## config.mk

```make
export PLATFORM = sky130hd
export DESIGN_NAME = unpool_2x2
export DESIGN_NICKNAME = d
export VERILOG_FILES = /design/src/rtl/cnn_pkg.sv /design/src/rtl/unpool_line_buffer.sv /design/src/rtl/unpool_2x2.sv
export SDC_FILE = /design/constraint.sdc
export NUM_CORES = 1
export LEC_CHECK = 0
export BUFFER_PORTS_ARGS = -buffer_cell sky130_fd_sc_hd__buf_4
export CORE_ASPECT_RATIO = 1.75
export CORE_MARGIN = 2
export CORE_UTILIZATION = 50
export CTS_BUF_LIST = sky130_fd_sc_hd__clkbuf_8
export DETAILED_ROUTE_END_ITERATION = 10
export GPL_TIMING_DRIVEN = 0
export PLACE_DENSITY = 0.83
export SETUP_SLACK_MARGIN = 0.15
export SLEW_MARGIN = 10
export SYNTH_ARGS = -nofsm -noshare
export SYNTH_HDL_FRONTEND = slang
export SYNTH_HIERARCHICAL = 1
export SYNTH_SLANG_ARGS = --single-unit
```

## constraint.sdc

```tcl
create_clock -name clk -period 4.9 [get_ports clk]
set_input_delay 0.49 -clock clk [delete_from_list [all_inputs] [get_ports clk]]
set_output_delay 0.49 -clock clk [all_outputs]
set_load 0.05 [all_outputs]
```

## src/rtl/cnn_pkg.sv

```systemverilog
// Shared definitions for the CNN feature-map datapath blocks: default pixel
// width, the unpooling FSM state encoding and a counter-width helper.
package cnn_pkg;

  localparam int BIT_WIDTH_DEF = 32;

  typedef enum logic [1:0] {
    IDLE  = 2'd0,
    FILL  = 2'd1,
    EMIT0 = 2'd2,
    EMIT1 = 2'd3
  } unpool_state_t;

  // A counter over n values still needs one bit when n is 1.
  function automatic int clog2_min1(input int n);
    return (n <= 1) ? 1 : $clog2(n);
  endfunction

endpackage

```

## src/rtl/unpool_line_buffer.sv

```systemverilog
// One pooled row of pixels: synchronous write, combinational read.
// Contents are don't-care after reset, so the array is not reset.
module unpool_line_buffer
  import cnn_pkg::*;
#(
  parameter int BIT_WIDTH = BIT_WIDTH_DEF,
  parameter int IN_W      = 4,
  parameter int AW        = clog2_min1(IN_W)
) (
  input  logic                        clk,
  input  logic                        we,
  input  logic [AW-1:0]               waddr,
  input  logic signed [BIT_WIDTH-1:0] wdata,
  input  logic [AW-1:0]               raddr,
  output logic signed [BIT_WIDTH-1:0] rdata
);

  logic signed [BIT_WIDTH-1:0] mem [IN_W];

  always_ff @(posedge clk) begin
    if (we) mem[waddr] <= wdata;
  end

  assign rdata = mem[raddr];

endmodule

```

## src/rtl/unpool_2x2.sv

```systemverilog
// Nearest-neighbour 2x upsampler: buffers one pooled row, then replays it
// twice with every pixel duplicated, in raster order.
module unpool_2x2
  import cnn_pkg::*;
#(
  parameter int BIT_WIDTH = BIT_WIDTH_DEF,
  parameter int IN_W      = 4,
  parameter int IN_H      = 4
) (
  input  logic                        clk,
  input  logic                        rst_n,
  input  logic                        in_valid,
  output logic                        in_ready,
  input  logic signed [BIT_WIDTH-1:0] in_data,
  output logic                        out_valid,
  input  logic                        out_ready,
  output logic signed [BIT_WIDTH-1:0] out_data,
  output logic                        out_eol,
  output logic                        out_last
);

  localparam int CIW = clog2_min1(IN_W);
  localparam int COW = $clog2(2 * IN_W);
  localparam int RIW = clog2_min1(IN_H);

  localparam logic [CIW-1:0] COL_IN_MAX  = CIW'(IN_W - 1);
  localparam logic [COW-1:0] COL_OUT_MAX = COW'(2 * IN_W - 1);
  localparam logic [RIW-1:0] ROW_IN_MAX  = RIW'(IN_H - 1);

  unpool_state_t  state, state_n;
  logic [CIW-1:0] col_in, col_in_n;
  logic [COW-1:0] col_out, col_out_n;
  logic [RIW-1:0] row_in, row_in_n;
  logic [COW-1:0] col_half;
  logic           at_row_end;
  logic signed [BIT_WIDTH-1:0] rd_data;

  assign in_ready   = (state == FILL);
  assign out_valid  = (state == EMIT0) || (state == EMIT1);
  assign at_row_end = (col_out == COL_OUT_MAX);
  assign col_half   = col_out >> 1;

  unpool_line_buffer #(
    .BIT_WIDTH (BIT_WIDTH),
    .IN_W      (IN_W),
    .AW        (CIW)
  ) u_line_buf (
    .clk   (clk),
    .we    (in_valid && in_ready),
    .waddr (col_in),
    .wdata (in_data),
    .raddr (CIW'(col_half)),
    .rdata (rd_data)
  );

  // Outputs are decoded from state only; gating keeps them 0 outside emit.
  assign out_data = out_valid ? rd_data : '0;
  assign out_eol  = out_valid && at_row_end;
  assign out_last = (state == EMIT1) && at_row_end && (row_in == ROW_IN_MAX);

  always_comb begin
    state_n   = state;
    col_in_n  = col_in;
    col_out_n = col_out;
    row_in_n  = row_in;
    case (state)
      IDLE: state_n = FILL;
      FILL: begin
        if (in_valid) begin
          if (col_in == COL_IN_MAX) begin
            col_in_n = '0;
            state_n  = EMIT0;
          end else begin
            col_in_n = col_in + 1'b1;
          end
        end
      end
      EMIT0, EMIT1: begin
        if (out_ready) begin
          if (at_row_end) begin
            col_out_n = '0;
            if (state == EMIT0) begin
              state_n = EMIT1;
            end else begin
              state_n  = FILL;
              row_in_n = (row_in == ROW_IN_MAX) ? '0 : row_in + 1'b1;
            end
          end else begin
            col_out_n = col_out + 1'b1;
          end
        end
      end
      default: state_n = IDLE;
    endcase
  end

  always_ff @(posedge clk or negedge rst_n) begin
    if (!rst_n) begin
      state   <= IDLE;
      col_in  <= '0;
      col_out <= '0;
      row_in  <= '0;
    end else begin
      state   <= state_n;
      col_in  <= col_in_n;
      col_out <= col_out_n;
      row_in  <= row_in_n;
    end
  end

endmodule

```

==> metrics.txt, run 1 <==
drt wl/cell 19.4 um; 1st-iter DRT viols around 180; Synth Net Count between 200 and 300; normalized max-slew margin around two thirds; placed instance count 455; root buf cell clkbuf_8; kind of critical path reg2reg; largest net degree at the start of global routing 32; Period minus WS final around 2.6 ns; Cell Area, Synth between 5000 and 6000 um^2; hpwl dp ~6200 um; type of the worst min-delay path in2reg; Power Dens Cells approximately 670 nW/um^2; DRC errors left 0; crit-path cells inv_1 > ha_1 > nand2_1 > inv_1 > nor3b_2 > buf_6 > buf_6 > buf_6 > buf_4; Core Region about 11000 um^2; final setup TNS 0 ns; Finished Core Util between 60% and 70%; Clk pwr share 24.7%; via count between 2000 and 3000; # rows 50; Critical Path Most Common Cell buf_6; arrival time worst endpoint between 2 and 3 ns; Seq pwr share between 30 and 40%; CP Max Fanout 9; Avg Cell Area, Syn ~22 um^2; CP Data Required Time just over 5 ns; routed vias/inst 5.50; Num Clock Sinks between 100 and 150; GRT overflow 0; antenna violation net count after detailed routing 0; P_sw around 1.6 mW; Vert. Die Dim roughly 140 um; layout net count between 300 and 400; Inserted Clock Buffers 17; GPL Wtd Cong between 0.7 and 0.8; unrepaired setup endpoints after global routing false; Initial Util between 50% and 60%; Pleak 2.45 nW; IO Pins just over 70; PortBufs 71; combinational fraction of design power between 40% and 50%; clk buf depth 2; initial antenna violation count 0; DIE WIDTH 82.7 um; area grow syn2layout 24.0%; crit path capture type flop; outcome finished clean; clk_skew ~0.0082 ns; drt total wl between 9000 and 10000 um; synth warn 6; Max VDD drop 375 uV; Max Cap Violations 0; DRT Pass-1 Iters 5; Slowest-stage cell, CP dfrtp_1; Peak Freq roughly 380 MHz; vias in the first global route around 3000; layout cells sized above 1 43.4%; switch share 35.5%; Non-Filler Instances between 400 and 500; Worst-Margin Slew roughly 0.5 ns; Setup crit start kind flop; Filler Cell Count between 700 and 800; crit share post-route a little over half; post-synthesis sequential area ratio approximately three quarters; total track usage between 15 and 20%; Syn Inst Count 247; full die area roughly 12000 um^2; first-pass GRT wire length ~15000 um; Seq cells post-synth around 140; Clock Latency Late Sink roughly 0.43 ns; max-slew violations 0; Fin. Hold Viols 0; Worst-path clk slew about 0.08 ns; Synth cell types 23; H-tree depth 4; CTS tree built; Int Pwr roughly 2.9 mW; setup violators final 0; Worst path max stage delay 0.48 ns; # diodes 0
## cell type report
type / count / area (um^2) / share of cell area, %
well taps: 130 / 163 / 2.42
clock buffers: 17 / 234 / 3.48
multi-input cells: 97 / 1240 / 18.5
repair buffers: 79 / 644 / 9.60
clock inverters: 14 / 251 / 3.75
plain buffers: 10 / 98.8 / 1.47
flip-flops and latches: 137 / 4070 / 60.6
inverters: 3 / 11.3 / 0.168
## synth_stat cells
| library cell | instances | area, um^2 |
|---|---|---|
| mux4_1 | 2 | 52.6 |
| a22oi_4 | 1 | 21.3 |
| nor3_1 | 3 | 15.0 |
| buf_2 | 4 | 20.0 |
| buf_12 | 3 | 60.1 |
| mux4_2 | 30 | 676 |
| mux2_2 | 4 | 45.0 |
| mux2i_1 | 2 | 20.0 |
| and2_1 | 33 | 206 |
| or2_4 | 1 | 8.76 |
| and3_1 | 2 | 12.5 |
| dfrtp_1 | 9 | 225 |
| inv_1 | 3 | 11.3 |
| a21o_1 | 3 | 22.5 |
| o21ai_2 | 1 | 8.76 |
| and3b_1 | 2 | 17.5 |
| nand4b_1 | 1 | 8.76 |
| clkbuf_1 | 2 | 7.51 |
| nand2_1 | 3 | 11.3 |
| nor3b_1 | 1 | 7.51 |
| edfxtp_1 | 128 | 3840 |
| ha_1 | 8 | 100 |
| buf_6 | 1 | 11.3 |
## worst max-delay path, delay by kind of cell (launching register included)
family	cells	cell delay [ns]
buffers and inverters	6	0.98
and+or+nand+nor	2	0.59
DFF	1	0.48
adders and majority gates	1	0.26
## sequential cells by signal (all words and copies together) (netlist names)
signal / flops
col_in: 2
state: 2
row_in: 2
u_line_buf/mem: 128
col_out: 3
## cells by family after synthesis
| logic type | after synthesis | synth area share [%] |
|---|---|---|
| compound gates | 5 | 0.971 |
| fa+ha+maj | 8 | 1.85 |
| buf+inv | 13 | 2.03 |
| flops | 137 | 75.2 |
| mux | 38 | 14.7 |
| simple gates | 46 | 5.32 |
## routing by layer
layer	GRT usage, %	routed length, um	vias up
li1	-	-	1193
met1	20.1	3440	1386
met2	30.2	5260	81
met3	5.92	494	19
met4	8.63	255	0
met5	0	0	-
## what timing repair did
action | 4_1_cts | 5_1_grt
buffers inserted | 0 | 0
hold endpoints to repair | 9 | 0
endpoints found under the setup margin | 0 | 0
hold buffers | 1 | 0
resized for setup | 0 | 0
## final timing paths
kind	start	endpoint	slack [ns]	cells after the start
max in group asynchronous	rst_n	state[1]$_DFFE_PN0P_	4.35	2
min reg2reg	row_in[1]$_DFFE_PN0P_	row_in[1]$_DFFE_PN0P_	0.52	1
min	in_data[10]	u_line_buf/mem[1][10]$_DFFE_PP_	0.25	1
max	state[1]$_DFFE_PN0P_	u_line_buf/mem[0][24]$_DFFE_PP_	2.30	9
min in group asynchronous	rst_n	col_out[1]$_DFFE_PN0P_	0.41	2
max reg2reg	state[1]$_DFFE_PN0P_	u_line_buf/mem[0][24]$_DFFE_PP_	2.30	9
## layout by cell type (no fill, tap or decap), types with 2 or more instances in the layout
cell type	n
buf_2	4
edfxtp_1	128
and3b_2	2
mux4_1	2
buf_12	6
buf_4	72
buf_6	4
and2_1	33
mux2i_1	2
nand2_1	3
nor3_1	3
mux4_2	30
ha_1	8
dfrtp_1	9
inv_1	3
mux2_2	4
clkbuf_1	2
bufinv_16	7
clkbuf_8	17
clkinv_1	3
a21o_1	3
## metrics by stage
step | instance area [um^2] | setup slack [ns] | hold WS, ns | power [mW]
floorplan | 5410 | 0.670 | 0.194 | 2.89
global placement | 6110 | -0.750 | 0.317 | 3.36
detailed placement | 6220 | 2.32 | 0.320 | 3.43
CTS | 6710 | 2.27 | 0.228 | 4.55
global route | 6710 | 2.15 | 0.228 | 4.69
finish | 6710 | 2.30 | 0.251 | 4.49
## power by group through the flow
stage	logic (mW)	registers [mW]	clock network [mW]
final	1.86	1.52	1.11
after global routing	1.98	1.54	1.17
after CTS	1.89	1.52	1.13
after detailed placement	1.88	1.55	0
after global placement	1.82	1.54	0
after floorplan	1.37	1.53	0
Note: power is estimated with default switching activity, not from simulation.
==> inputs of run 2 (changes only) <==
--- a/config.mk
+++ b/config.mk
@@ -5,6 +5,7 @@
 export SDC_FILE = /design/constraint.sdc
 export NUM_CORES = 1
 export LEC_CHECK = 0
+export ABC_AREA = 1
 export BUFFER_PORTS_ARGS = -buffer_cell sky130_fd_sc_hd__buf_4
 export CORE_ASPECT_RATIO = 1.75
 export CORE_MARGIN = 2
@@ -12,7 +13,7 @@
 export CTS_BUF_LIST = sky130_fd_sc_hd__clkbuf_8
 export DETAILED_ROUTE_END_ITERATION = 10
 export GPL_TIMING_DRIVEN = 0
-export PLACE_DENSITY = 0.83
+export PLACE_DENSITY = 0.82
 export SETUP_SLACK_MARGIN = 0.15
 export SLEW_MARGIN = 10
 export SYNTH_ARGS = -nofsm -noshare
==> constraint.sdc (replaced) <==
create_clock -name clk -period 2.5 [get_ports clk]
set_input_delay 0.25 -clock clk [delete_from_list [all_inputs] [get_ports clk]]
set_output_delay 0.25 -clock clk [all_outputs]
set_load 0.05 [all_outputs]
==> run 2 against run 1 <==
  * Total power is 99% higher
  * Non-clock buffer count is 39 higher
  * Clock power is 82% higher
  * Sequential cell count stayed put
  * Clock skew is 0.00093 ns higher
  * Cell area is 18% higher
  * Wire length is 40% higher
==> metrics.txt, run 2 <==
clk_skew around 0.0091 ns; CP top delay family buffers and inverters; normalized max-slew margin between 60% and 70%; Initial Util between 50% and 60%; first-pass GRT wire length between 20000 and 25000 um; Core Region about 12000 um^2; area grow syn2layout 27.1%; outcome finished clean; CP Max Fanout 15; top-area cell type share of the netlist area between 60% and 70%; Buf/Inv on CP 7; Pleak slightly below 4 nW; post-CTS sizing 0; Fin. Hold Viols 0; met1 wire length 4900 um; Synth Flop Type edfxtp_1; clk buf depth 2; most frequent cells in the layout 202 x nand2_1, 170 x inv_1, 128 x edfxtp_1; launch point of the worst reg-to-reg path state[1]$_DFFE_PN0P_; Post-synth EDFFs 128; synth warn 6; unrepaired setup endpoints after global routing false; largest net degree at the start of global routing 17; root buf cell clkbuf_8; Placed Area 7210 um^2; R2R setup slack around 0.23 ns; hpwl dp 8730 um; H-tree depth 4; antenna violation net count after detailed routing 0; # rows 54; vias in the first global route ~4400; Avg Cell Area, Syn 9.74 um^2; DR WL met3 ~650 um; layout cells sized above 1 19.4%; Hold Path Stages 1; crit path capture type flop; register area roughly 4100 um^2; Int Pwr between 5 and 6 mW; Slowest-stage cell, CP dfrtp_1; drt wl/cell around 14 um; Simple-Gate Fraction of Synth Area between 10% and 20%; top area cells in the synthesized netlist edfxtp_1 62%, nand2_1 12%, inv_1 10%; Worst-Margin Slew 0.525 ns; P_sw between 3 and 4 mW; Finished Core Util ~64%; Seq pwr share between 30% and 40%; met2 WL between 7000 and 8000 um; Setup crit start kind flop; full die area 13400 um^2; final instance area 7920 um^2; CTS tree built; Cell Area, Synth 6240 um^2; Clk pwr share approximately 23%; DRT Pass-1 Iters 6; Worst Slack Setup Final between 0.2 and 0.25 ns; Biggest register u_line_buf/mem; # diodes 0; Num Clock Sinks roughly 140; Syn Inst Count 640; Post-Place Setup Slack ~0.071 ns; Max Cap Violations 0; CP Launch Point state[1]$_DFFE_PN0P_; most common cell after layout, fill and taps aside nand2_1; Seq cells post-synth roughly 140; Synth cell types 20; arrival time worst endpoint ~2.4 ns; most frequent cell after synthesis nand2_1; GPL Wtd Cong 0.778; via count ~4500; Synth area leader edfxtp_1; post-synthesis sequential area ratio roughly 65%; Worst-path clk slew 0.08 ns; max-slew violations 0; setup violators final 0; 1st-iter DRT viols 249; Peak Freq 441 MHz; layout net count between 800 and 900; max FFs per register between 100 and 150; Synth Net Count 684; XOR/XNOR share of the synthesized area 0%; Clock Latency Late Sink 0.44 ns; asr flop ratio synth 6.57%; Hold Path End u_line_buf/mem[0][13]$_DFFE_PP_; Top Registers u_line_buf/mem: 128 flops, col_out: 3 flops; initial antenna violation count 0; kind of critical path reg2reg; IO Pins 72; DIE WIDTH ~88 um; combinational fraction of design power ~45%; footprint of the multi-input gates roughly 1400 um^2; Min Hold Slack between 0.02 and 0.025 ns; Commonest cells post-synth 203 x nand2_1, 172 x inv_1, 128 x edfxtp_1; largest family of logic cells by synthesized area simple AND/OR/NAND/NOR gates; DRC errors left 0; worst r2r dst u_line_buf/mem[0][18]$_DFFE_PP_; CP Data Required Time approximately 2.6 ns; crit-path cells buf_6 > buf_6 > inv_4 > ha_4 > nand2_2 > inv_2 > inv_4 > nor3_4 > buf_8 > buf_16; Vert. Die Dim between 150 and 200 um; drt total wl ~13000 um; post-synthesis mux area share 0%; PortBufs 71; total track usage between 20% and 30%; Compound-Gate Fraction of Synth Area less than 1%; Period minus WS final 2.27 ns; type of the worst min-delay path in2reg; Filler Cell Count roughly 920; worst hold start in_data[13]; GRT overflow 0; R2R depth 10; Inserted Clock Buffers 17; Worst path max stage delay around 0.4 ns; switch share between 40% and 50%; Adder-Cell Fraction of Synth Area under 10%; top layer in use met4; crit share post-route about nine tenths; Power Dens Cells between 1000 and 1500 nW/um^2; Max VDD drop around 800 uV; routed vias/inst between 4 and 5
[run 2: changes by cell type after synthesis, sizes merged, moves of 4 or more]
cell   before  now
and2       33    0
nand2       3  205
mux4       32    0
mux2        4    0
inv         3  175
buf         8   23
nand3       0   68
o21ai       1    5
nor2        0   11
[run 2: worst reg2reg max path, stage by stage, from the launching register on]
cell and delay, ns:
dfrtp_1 0.41, buf_6 0.15, buf_6 0.15, inv_4 0.07
ha_4 0.14, nand2_2 0.06, inv_2 0.09, inv_4 0.07
nor3_4 0.41, buf_8 0.24, buf_16 0.17
[run 2: area by class of cell]
type,count,area share [%]
sequential,137,51.4
clock buffer,17,2.95
clock inverter,15,2.81
inverter,175,8.35
timing repair buffer,105,11.9
buffer,23,2.32
multi-input combinational,305,17.6
tap,168,2.65
[run 2: per-layer routing]
metal  global-route usage (%)  vias up
li1                         -     2205
met1                     22.2     2083
met2                     37.0      142
met3                     4.28       34
met4                     11.3        0
met5                        0        -
[run 2: stage by stage]
stage | std cells | power [mW] | setup TNS [ns]
6_report | 945 | 8.95 | 0
4_1_cts | 942 | 8.98 | 0
2_1_floorplan | 640 | 5.74 | 0
3_3_place_gp | 879 | 6.76 | -46.48
5_1_grt | 945 | 9.42 | 0
3_5_place_dp | 887 | 6.92 | 0
[run 2: worst max path at each step]
stage | to | slack (ns) | cells after the start
floorplan | u_line_buf/mem[2][0]$_DFFE_PP_ | 0.11 | 8
global placement | u_line_buf/mem[0][14]$_DFFE_PP_ | -0.39 | 8
detailed placement | u_line_buf/mem[1][14]$_DFFE_PP_ | 0.07 | 10
CTS | u_line_buf/mem[3][19]$_DFFE_PP_ | 0.22 | 10
global route | u_line_buf/mem[0][31]$_DFFE_PP_ | 0.15 | 10
finish | u_line_buf/mem[0][18]$_DFFE_PP_ | 0.23 | 10
[run 2: timing repair]
action                                 4_1_cts  5_1_grt
endpoints found under the hold margin       83        5
hold buffers                                22        2
setup buffers                                1        1
setup endpoints to repair                   13       16
pin swaps                                    1        1
[run 2: logic make-up after synthesis]
kind of cell             Yosys count
adder cells (fa/ha/maj)            8
AND/OR/NAND/NOR                  291
buffers and inverters            198
flip-flops                       137
AO/OA/AOI/OAI                      6
[run 2: power by group through the flow]
stage | clock network [mW] | logic (mW) | registers [mW]
5_1_grt | 2.14 | 4.30 | 2.97
3_3_place_gp | 0 | 3.76 | 2.99
3_5_place_dp | 0 | 3.92 | 3.00
2_1_floorplan | 0 | 2.77 | 2.97
4_1_cts | 2.05 | 3.98 | 2.95
6_report | 2.02 | 3.99 | 2.95
==> inputs of run 3 (changes only) <==
==> constraint.sdc (replaced) <==
create_clock -name clk -period 2.2 [get_ports clk]
set_input_delay 0.22 -clock clk [delete_from_list [all_inputs] [get_ports clk]]
set_output_delay 0.22 -clock clk [all_outputs]
set_load 0.02 [all_outputs]
==> run 3 against run 2 <==
  * Count of clock-buffer cells in the layout unchanged
  * Total power increased by 7.4%
  * Sequential cell count unchanged
  * Utilization increased by 1.8 points
  * Setup slack got worse by 0.092 ns
  * Die area unchanged
  * Clock skew increased by 0.0025 ns
  * Register-to-register slack about the same
  * Worst hold slack improved by 0.048 ns
  * First-iteration DRC count increased by 32%
  * Combinational power increased by 2%
  * Cell area increased by 2.9%
  * Critical path type is now reg2out
==> metrics.txt, run 3 (synthesized netlist as in run 2, its figures left out) <==
Worst-path clk slew approximately 0.080 ns; met2 Usage GRT around 40%; 1st-iter DRT viols between 300 and 400; Peak Freq about 490 MHz; normalized max-slew margin around 80%; Pleak approximately 4.0 nW; CTS tree built; CP Data Required Time a little under 2 ns; full die area about 13000 um^2; Critical Path Most Common Cell buf_6; unrepaired setup endpoints after global routing true; DRT Pass-1 Iters 6; # diodes 0; # rows between 50 and 60; GPL Wtd Cong between 0.7 and 0.8; Hold Path Stages 4; Placed Area between 7000 and 8000 um^2; Inserted Clock Buffers 17; met3 Track Usage GR 4.12%; Top Registers u_line_buf/mem: 128 flops, col_out: 3 flops; Post-Place Setup Slack -0.315 ns; total power slightly below 10 mW; Max VDD drop 697 uV; clk_skew about 0.012 ns; Max Cap Violations 0; first-pass GRT wire length ~22000 um; routed vias/inst about 4.8; critical path depth 8; Worst Slack Setup Final about 0.14 ns; crit share post-route 93.6%; arrival time worst endpoint around 1.8 ns; Initial Util between 50 and 60%; crit-path cells buf_6 > clkinvlp_4 > buf_4 > nand3_2 > nand2_1 > inv_1 > nor2_2 > buf_6; final setup TNS 0 ns; crit path capture type output pin; max-slew violations 0; Power Dens Cells 1180 nW/um^2; Setup crit start kind flop; PortBufs 71; clk buf depth 2; layout cells sized above 1 a little over a fifth; Fin. Hold Viols 0; drt total wl around 15000 um; Core Region around 12000 um^2; Worst-Margin Slew slightly above 0.3 ns; outcome finished clean; CP Max Fanout 6; antenna violation net count after detailed routing 0; drt wl/cell 15.4 um; Top Usage Layer GRT met2; Biggest register u_line_buf/mem; max FFs per register about 130; Buf/Inv on CP 5; Clock Latency Late Sink approximately 0.44 ns; met1 Resource Use GR about a quarter; layout net count ~830; largest net degree at the start of global routing 17; setup violators final 0; vias in the first global route roughly 4500; Vert. Die Dim 152 um; area grow syn2layout 30.7%; R2R depth 10; final instance area slightly above 8000 um^2; Worst path max stage delay roughly 0.42 ns; IO Pins 72; root buf cell clkbuf_8; GRT overflow 0; total track usage between 20 and 25%; DIE WIDTH around 88 um; DRC errors left 0; most frequent cells in the layout 201 x nand2_1, 169 x inv_1, 128 x edfxtp_1; Slowest-stage cell, CP dfrtp_1; H-tree depth 4; initial antenna violation count 0; type of the worst min-delay path in2reg; Period minus WS final between 2 and 2.5 ns; Num Clock Sinks roughly 140; kind of critical path reg2out; CP top delay family buffers and inverters; via count 4677; most common cell after layout, fill and taps aside nand2_1; hpwl dp just under 9000 um
-- run 3: final timing paths --
kind | from | endpoint | slack (ns)
min reg2reg | row_in[1]$_DFFE_PN0P_ | row_in[1]$_DFFE_PN0P_ | 0.51
max reg2reg | state[1]$_DFFE_PN0P_ | u_line_buf/mem[0][17]$_DFFE_PP_ | 0.24
max in group asynchronous | rst_n | state[0]$_DFFE_PN0P_ | 1.90
max | col_out[2]$_DFFE_PN0P_ | out_data[31] | 0.14
min | in_valid | col_in[1]$_DFFE_PN0P_ | 0.07
min in group asynchronous | rst_n | col_out[2]$_DFFE_PN0P_ | 0.14
-- run 3: tightest hold or removal path, delay by kind of cell --
family,cells,cell delay [ns]
AND/OR/NAND/NOR,3,0.15
buffers and inverters,1,0.09
-- run 3: power breakdown --
part | switching [mW] | leakage (nW) | internal, mW | total [mW]
sequential | 0.160 | 1.27 | 3.20 | 3.36
combinational | 2.50 | 2.52 | 1.55 | 4.06
clock | 0.962 | 0.214 | 1.24 | 2.20
-- run 3: final cells by class --
cell class	instances	area (um^2)
repair buffers	128	1140
clock inverters	15	200
plain buffers	23	209
multi-input cells	305	1410
inverters	175	673
flip-flops and latches	137	4070
well taps	168	210
fillers	895	4150
clock buffers	17	234
-- run 3: metrics by stage --
step	util, %	hold WS (ns)	instances
floorplan	-	-0.0756	640
global placement	57.4	0.0505	879
detailed placement	58.3	0.0528	887
CTS	65.5	0.0550	962
global route	66.3	0.0916	968
finish	66.3	0.0689	968
-- run 3: what timing repair did --
action                                 4_1_cts  5_1_grt
endpoints found under the hold margin      137        0
pin swaps                                    4        6
cloned                                       0        1
setup buffers                               10        5
hold buffers                                33        0
setup endpoints to repair                  115      136
resized for setup                            7       16
-- run 3: layer usage --
layer / vias to the layer above / routed length (um) / part of all wire [%]
met5: - / 0 / 0
met4: 0 / 443 / 3.0
met3: 42 / 817 / 5.5
met2: 193 / 8450 / 56
met1: 2195 / 5240 / 35
li1: 2247 / - / -
